[src/rtl/dmem_pkg.sv]
// Shared data-memory definitions: access size encoding, arbiter FSM states, request bundle.
// Latency: n/a (types and pure functions only).
// Backpressure: n/a.
// Used by the data-memory arbiter, the memory itself and the load/store unit.
package dmem_pkg;

    typedef enum logic [1:0] {
        SZ_BYTE = 2'b00,
        SZ_HALF = 2'b01,
        SZ_WORD = 2'b10
    } mem_size_e;

    // Size code with no legal meaning; any access carrying it is rejected.
    localparam logic [1:0] SZ_ILLEGAL = 2'b11;

    typedef enum logic [1:0] {
        ARB   = 2'b00,
        LOCK1 = 2'b01,
        FORCE = 2'b10
    } arb_state_e;

    // One requester's request fields, bundled for muxing onto the memory.
    typedef struct packed {
        logic        we;
        logic [1:0]  size;
        logic [31:0] addr;
        logic [31:0] wdata;
    } req_t;

    // Number of bytes touched by an access of the given size.
    // The illegal code maps to 4 so that range arithmetic stays defined;
    // such accesses are flagged as errors independently.
    function automatic logic [2:0] size_bytes(input mem_size_e sz);
        case (sz)
            SZ_BYTE: size_bytes = 3'd1;
            SZ_HALF: size_bytes = 3'd2;
            SZ_WORD: size_bytes = 3'd4;
            default: size_bytes = 3'd4;
        endcase
    endfunction

endpackage

[src/rtl/dmem_access_check.sv]
// Legality check for one data-memory access: size code, alignment and range.
// Latency: purely combinational, zero cycles.
// Backpressure: none; evaluated on whatever request is currently granted.
// Ports:
//   size  in  2   access size code (byte/half/word/illegal)
//   addr  in  32  byte address
//   err   out 1   access must be rejected
module dmem_access_check
    import dmem_pkg::*;
#(
    parameter int unsigned MEM_BYTES = 256
) (
    input  logic [1:0]  size,
    input  logic [31:0] addr,
    output logic        err
);

    logic        bad_size;
    logic        misaligned;
    logic        out_of_range;
    logic [32:0] end_addr;

    always_comb begin
        bad_size   = (size == SZ_ILLEGAL);
        misaligned = ((size == SZ_HALF) && addr[0]) ||
                     ((size == SZ_WORD) && (addr[1:0] != 2'b00));
        // One extra bit so an address near 2^32 cannot wrap back into range.
        end_addr     = {1'b0, addr} + {30'd0, size_bytes(mem_size_e'(size))};
        out_of_range = (end_addr > 33'(MEM_BYTES));
        err          = bad_size | misaligned | out_of_range;
    end

endmodule

[src/rtl/dmem_arbiter.sv]
// Two-port round-robin arbiter onto a single-port data memory, with port-1 lock and access checking.
// Latency: grant combinational in the request cycle; response (registered) exactly one cycle later.
// Backpressure: valid/ready; only the granted port sees ready, the loser holds its request.
// Ports:
//   clk, rst                   clock, synchronous active-high reset
//   mX_req_valid/ready         request handshake (ready = combinational grant)
//   mX_req_we/size/addr/wdata  request fields; wdata LSB-aligned
//   m1_lock                    port 1 asks to keep the grant across back-to-back requests
//   mX_resp_valid/rdata/err    one-cycle response; rdata sign-extended for loads, else 0
//   mem_write/size/addr/wdata  memory drive, muxed from the granted port
//   mem_rdata                  asynchronous, LSB-aligned read data from the memory
//   perf_mX_stall              (DMEM_ARB_PERF_EN only) saturating stall-cycle counters
// Build option: define DMEM_ARB_PERF_EN to add the stall counters.
module dmem_arbiter
    import dmem_pkg::*;
#(
    parameter int unsigned MEM_BYTES = 256,
    parameter int unsigned LOCK_MAX  = 8
) (
    input  logic        clk,
    input  logic        rst,

    input  logic        m0_req_valid,
    output logic        m0_req_ready,
    input  logic        m0_req_we,
    input  logic [1:0]  m0_req_size,
    input  logic [31:0] m0_req_addr,
    input  logic [31:0] m0_req_wdata,
    output logic        m0_resp_valid,
    output logic [31:0] m0_resp_rdata,
    output logic        m0_resp_err,

    input  logic        m1_req_valid,
    output logic        m1_req_ready,
    input  logic        m1_req_we,
    input  logic [1:0]  m1_req_size,
    input  logic [31:0] m1_req_addr,
    input  logic [31:0] m1_req_wdata,
    input  logic        m1_lock,
    output logic        m1_resp_valid,
    output logic [31:0] m1_resp_rdata,
    output logic        m1_resp_err,

    output logic        mem_write,
    output logic [1:0]  mem_size,
    output logic [31:0] mem_addr,
    output logic [31:0] mem_wdata,
    input  logic [31:0] mem_rdata
`ifdef DMEM_ARB_PERF_EN
    ,
    output logic [31:0] perf_m0_stall,
    output logic [31:0] perf_m1_stall
`endif
);

    localparam int unsigned CNT_W = $clog2(LOCK_MAX + 1);

    arb_state_e       state_q;
    arb_state_e       state_d;
    logic [CNT_W-1:0] lock_cnt_q;
    logic [CNT_W-1:0] lock_cnt_d;
    logic             last_grant_q;   // 1 = port 1 was granted most recently

    logic             gnt0;
    logic             gnt1;
    logic             gnt_any;
    req_t             req0;
    req_t             req1;
    req_t             gnt_req;
    logic             acc_err;
    logic [31:0]      load_dat;

    logic             resp_vld_q;
    logic             resp_port_q;    // which port the pending response belongs to
    logic             resp_err_q;
    logic [31:0]      resp_rdata_q;

    assign req0 = '{we: m0_req_we, size: m0_req_size, addr: m0_req_addr, wdata: m0_req_wdata};
    assign req1 = '{we: m1_req_we, size: m1_req_size, addr: m1_req_addr, wdata: m1_req_wdata};

    // Arbitration and lock FSM next-state.
    always_comb begin
        gnt0       = 1'b0;
        gnt1       = 1'b0;
        state_d    = state_q;
        lock_cnt_d = lock_cnt_q;

        case (state_q)
            ARB: begin
                if (m0_req_valid && m1_req_valid) begin
                    gnt0 = last_grant_q;
                    gnt1 = ~last_grant_q;
                end else begin
                    gnt0 = m0_req_valid;
                    gnt1 = m1_req_valid;
                end
                // The entry grant already counts towards the lock budget.
                if (gnt1 && m1_lock) begin
                    lock_cnt_d = CNT_W'(1);
                    state_d    = (LOCK_MAX <= 1) ? FORCE : LOCK1;
                end
            end

            LOCK1: begin
                gnt1 = m1_req_valid;
                gnt0 = m0_req_valid & ~m1_req_valid;
                if (!m1_req_valid || !m1_lock) begin
                    state_d    = ARB;
                    lock_cnt_d = '0;
                end else begin
                    lock_cnt_d = lock_cnt_q + 1'b1;
                    if (lock_cnt_d == CNT_W'(LOCK_MAX)) begin
                        state_d = FORCE;
                    end
                end
            end

            FORCE: begin
                // Port 1 masked for one cycle so port 0 cannot starve.
                gnt0       = m0_req_valid;
                state_d    = ARB;
                lock_cnt_d = '0;
            end

            default: begin
                state_d    = ARB;
                lock_cnt_d = '0;
            end
        endcase
    end

    assign gnt_any = gnt0 | gnt1;
    assign gnt_req = gnt1 ? req1 : req0;

    dmem_access_check #(
        .MEM_BYTES (MEM_BYTES)
    ) u_check (
        .size (gnt_req.size),
        .addr (gnt_req.addr),
        .err  (acc_err)
    );

    // Memory returns the addressed bytes LSB-aligned; widen by the access size.
    always_comb begin
        case (gnt_req.size)
            SZ_BYTE: load_dat = {{24{mem_rdata[7]}},  mem_rdata[7:0]};
            SZ_HALF: load_dat = {{16{mem_rdata[15]}}, mem_rdata[15:0]};
            default: load_dat = mem_rdata;
        endcase
    end

    assign m0_req_ready = gnt0;
    assign m1_req_ready = gnt1;

    // The write lands on the same edge that completes the handshake; reset
    // in that cycle must not let it through.
    assign mem_write = gnt_any & gnt_req.we & ~acc_err & ~rst;
    assign mem_size  = gnt_req.size;
    assign mem_addr  = gnt_req.addr;
    assign mem_wdata = gnt_req.wdata;

    always_ff @(posedge clk) begin
        if (rst) begin
            state_q      <= ARB;
            lock_cnt_q   <= '0;
            last_grant_q <= 1'b1;
            resp_vld_q   <= 1'b0;
            resp_port_q  <= 1'b0;
            resp_err_q   <= 1'b0;
            resp_rdata_q <= '0;
        end else begin
            state_q    <= state_d;
            lock_cnt_q <= lock_cnt_d;
            if (gnt_any) begin
                last_grant_q <= gnt1;
            end
            resp_vld_q   <= gnt_any;
            resp_port_q  <= gnt1;
            resp_err_q   <= gnt_any & acc_err;
            resp_rdata_q <= (gnt_any && !gnt_req.we && !acc_err) ? load_dat : 32'd0;
        end
    end

    assign m0_resp_valid = resp_vld_q & ~resp_port_q;
    assign m1_resp_valid = resp_vld_q &  resp_port_q;
    assign m0_resp_err   = m0_resp_valid & resp_err_q;
    assign m1_resp_err   = m1_resp_valid & resp_err_q;
    assign m0_resp_rdata = m0_resp_valid ? resp_rdata_q : 32'd0;
    assign m1_resp_rdata = m1_resp_valid ? resp_rdata_q : 32'd0;

`ifdef DMEM_ARB_PERF_EN
    always_ff @(posedge clk) begin
        if (rst) begin
            perf_m0_stall <= '0;
            perf_m1_stall <= '0;
        end else begin
            if (m0_req_valid && !gnt0 && (perf_m0_stall != 32'hFFFF_FFFF)) begin
                perf_m0_stall <= perf_m0_stall + 32'd1;
            end
            if (m1_req_valid && !gnt1 && (perf_m1_stall != 32'hFFFF_FFFF)) begin
                perf_m1_stall <= perf_m1_stall + 32'd1;
            end
        end
    end
`endif

endmodule

[config.mk]
export PLATFORM = sky130hd
export DESIGN_NAME = dmem_arbiter
export DESIGN_NICKNAME = d
export VERILOG_FILES = /design/src/rtl/dmem_pkg.sv /design/src/rtl/dmem_access_check.sv /design/src/rtl/dmem_arbiter.sv
export SDC_FILE = /design/constraint.sdc
export NUM_CORES = 1
export LEC_CHECK = 0
export ABC_CLOCK_PERIOD_IN_PS = 17900
export CAP_MARGIN = 20
export CORE_AREA = 5 5 115 117
export DETAILED_ROUTE_END_ITERATION = 10
export DIE_AREA = 0 0 120 122
export DONT_BUFFER_PORTS = 1
export HOLD_SLACK_MARGIN = 0.03
export PLACE_DENSITY_LB_ADDON = 0.2
export RECOVER_POWER = 50
export SLEW_MARGIN = 20
export SYNTH_ARGS = -nofsm -noshare
export SYNTH_HDL_FRONTEND = slang
export SYNTH_SLANG_ARGS = --single-unit
export TNS_END_PERCENT = 50
[constraint.sdc]
create_clock -name clk -period 17.9 [get_ports clk]
set_clock_uncertainty 0.15 [all_clocks]
set_input_delay 2.685 -clock clk [delete_from_list [all_inputs] [get_ports clk]]
set_output_delay 2.685 -clock clk [all_outputs]
set_load 0.05 [all_outputs]
==> results.sh <==
export IMPL_timing_max_cap_violations=3
export IMPL_ys_ff_latch=42
export IMPL_power_mw=0.325
export IMPL_ys_seq_area_share_pct=17.5
export IMPL_cts_hold_buf=0
export IMPL_fin_nets=834
export IMPL_grt_ovfl_total=0
export IMPL_rsz0062_at_grt="false"
export IMPL_hold_viol=0
export IMPL_first_pass_iters=5
export IMPL_p_leak_nw=1.92
export IMPL_final_cell_mix="nand2_1 (150), dfxtp_1 (42), and3_1 (37), and2_0 (35), nand3_1 (32)"
export IMPL_critPathKind="in -> out"
export IMPL_io_buffer_count=0
export IMPL_yosys_most_used_dff="dfxtp_1"
export IMPL_crit_buf_inv=3
export IMPL_yosysWarnings=0
export IMPL_fmax_mhz=71.2
export IMPL_num_fill_cells=1281
export IMPL_drt_wl_total_um=19000
export IMPL_fin_crit_sh_pct=78.5
export IMPL_crit_fanout=73
export IMPL_cts_root_buf="clkbuf_16"
export IMPL_cts_tree="done"
export IMPL_power_density_mw_per_mm2=65.6
export IMPL_core_area_mm2=0.0123
export IMPL_required_ns=15.07
export IMPL_cp_common_cell="nand2_1"
export IMPL_drc=0
export IMPL_die_area_mm2=0.0146
export IMPL_gp_congestion=0.970
export IMPL_arrival_ns=11.21
export IMPL_drtAntennaViolNets=0
export IMPL_numCtsBuffers=5
export IMPL_dp_hpwl_um=15200
export IMPL_cts_path_max_buffers=2
export IMPL_ios=308
export IMPL_dr_first_iter_drc_count=418
export IMPL_synthesis_instances=695
export IMPL_setup_viol=0
export IMPL_cp_cell_sequence="nor2b_1, nand2_1, inv_1, buf_4, nand2_1, nand2_1, ha_1, nor2_1, or4_1, o32a_2, o21ai_2, nand4_1, a2111o_1, or4_4, nor4_2, buf_4"
export IMPL_num_vias=5260
export IMPL_cts_sinks=42
export IMPL_area_delta_synth_final_pct=3.01
export IMPL_syn_area_mm2=0.00481
export IMPL_row_count=41
export IMPL_syn_num_nets=870
export IMPL_first_global_vias=4713
export IMPL_final_max_slew_viol_count=109
export IMPL_htree_levels=2
export IMPL_avgSynthCellArea_um2=6.93
export IMPL_grt_first_pass_wirelength_um=27600
export IMPL_cts_resized=0
export IMPL_die_y_um=122
export IMPL_worstSetupEndpointType="output pin"
export IMPL_slew_headroom_pct=-66.9
export IMPL_ir_drop_v=0.0000474
export IMPL_hold_class="reg -> reg"
export IMPL_startpoint_type="input port"
export IMPL_wl_per_cell_um=23.4
export IMPL_drive_gt1_share_pct=10.3
export IMPL_clk_latency_ns=0.28
export IMPL_viasPerCell=6.49
export IMPL_antenna_found_initial=0
export IMPL_path_clk_slew_ns=0.06
export IMPL_globalRouteTotalUtil_pct=23.7
export IMPL_layout_commonest_cell="nand2_1"
export IMPL_diodes=0
export IMPL_async_flop_share_pct=0
export IMPL_max_stage_delay_ns=1.78
export IMPL_finalCriticalPeriod_ns=14.04
export IMPL_grt_max_degree=74
export IMPL_slowest_stage="nand2_1"
export IMPL_status="complete, but fails checks"
export IMPL_synth_edf_count=0
export IMPL_chipWidth_um=120
export IMPL_start_util_pct=39.3
export IMPL_postCtsSetupBuffers=0
export IMPL_crit_family="simple AND/OR/NAND/NOR gates"
export IMPL_violations="max-capacitance violations, max-slew violations"
export IMPL_setup_tns_ns=0
export IMPL_worst_pin_slew_ns=2.50
export IMPL_ys_types=69
[power by group]
part	switching [mW]	leakage (nW)	internal (mW)
sequential	0.00295	0.340	0.0944
combinational	0.110	1.50	0.0284
clock	0.0339	0.0739	0.0553
[per-stage QoR]
stage	cells	hold WS [ns]	util, %	worst slack (ns)	cell area, um^2
after floorplan	695	0.308	-	6.53	4810
after CTS	810	0.358	40.6	6.11	4970
final	810	0.356	40.5	3.86	4960
after detailed placement	802	0.346	39.4	6.16	4830
after global routing	810	0.375	40.5	3.04	4960
after global placement	802	0.325	39.4	6.27	4830
[synthesized netlist by cell type (6+ instances only)]
| cell | instances | area, um^2 |
|---|---|---|
| nor2_1 | 25 | 93.8 |
| clkbuf_1 | 30 | 113 |
| mux2_2 | 14 | 158 |
| buf_1 | 6 | 22.5 |
| a21oi_1 | 26 | 130 |
| nor4_2 | 28 | 350 |
| nand3_1 | 32 | 160 |
| xnor2_1 | 9 | 78.8 |
| and2_1 | 37 | 231 |
| dfxtp_1 | 42 | 841 |
| a31oi_1 | 6 | 37.5 |
| nand2b_1 | 11 | 68.8 |
| a22oi_1 | 7 | 52.6 |
| nor4_1 | 11 | 68.8 |
| and4_1 | 6 | 52.6 |
| mux2i_1 | 16 | 160 |
| nand4_1 | 24 | 150 |
| nor3_1 | 13 | 65.1 |
| nor2b_1 | 19 | 119 |
| and3_1 | 37 | 231 |
| o211ai_1 | 9 | 67.6 |
| nand2_1 | 149 | 559 |
| inv_1 | 17 | 63.8 |
| o21ai_0 | 31 | 155 |
| buf_2 | 9 | 45.0 |
[metal layers]
| metal | global-route usage, % | share of wire (%) |
|---|---|---|
| met5 | 0 | 0 |
| met4 | 7.44 | 2.5 |
| met3 | 7.06 | 12 |
| met2 | 39.6 | 47 |
| met1 | 29.3 | 39 |
[worst reg2reg max path: stages, from the launching register on]
cell	delay, ns
dfxtp_1	0.39
nor2b_1	0.90
nand2_1	1.78
inv_1	1.40
buf_4	0.72
nand2_1	0.13
nand2_1	0.42
ha_1	0.35
nor2_1	0.13
or4_1	0.47
o32a_2	0.28
o21ai_2	0.13
nand4_1	0.08
a2111o_1	0.39
or4_4	0.79
nor4_1	0.44
[final timing paths]
kind | startpoint | depth (start not counted) | slack, ns | to
setup / recovery | m1_req_valid | 16 | 3.86 | mem_write
hold / removal | lock_cnt_q[3]$_SDFFE_PP0P_ | 1 | 0.36 | lock_cnt_q[3]$_SDFFE_PP0P_
setup reg to reg | state_q[1]$_SDFFE_PP0P_ | 15 | 8.83 | resp_rdata_q[15]$_SDFF_PP0_
hold reg to reg | lock_cnt_q[3]$_SDFFE_PP0P_ | 1 | 0.36 | lock_cnt_q[3]$_SDFFE_PP0P_
[state kept, by name, summed over array words and instances (netlist names)]
signal	flops
last_grant_q	1
resp_vld_q	1
resp_port_q	1
state_q	2
resp_err_q	1
lock_cnt_q	4
resp_rdata_q	32
[cells by family after synthesis]
| group | count (synthesis) | share of synthesized area (%) |
|---|---|---|
| muxes | 30 | 6.60 |
| and+or+nand+nor | 425 | 51.0 |
| buffers and inverters | 69 | 6.47 |
| AOI/OAI and AO/OA | 113 | 15.2 |
| adders and majority gates | 6 | 1.46 |
| DFF | 42 | 17.5 |
| xor gates and xnor gates | 10 | 1.82 |
[area by class of cell]
type                            instances  area [um^2]  area share [%]
Clock buffer                            7          143            2.88
Clock inverter                          1         5.00           0.101
Inverter                               18         67.6            1.36
Multi-Input combinational cell        584         3660            73.8
Sequential cell                        42          841            17.0
Tap cell                              150          188            3.78
Timing Repair Buffer                    8         56.3            1.14
No activity file was read; power rests on OpenSTA's default activity.
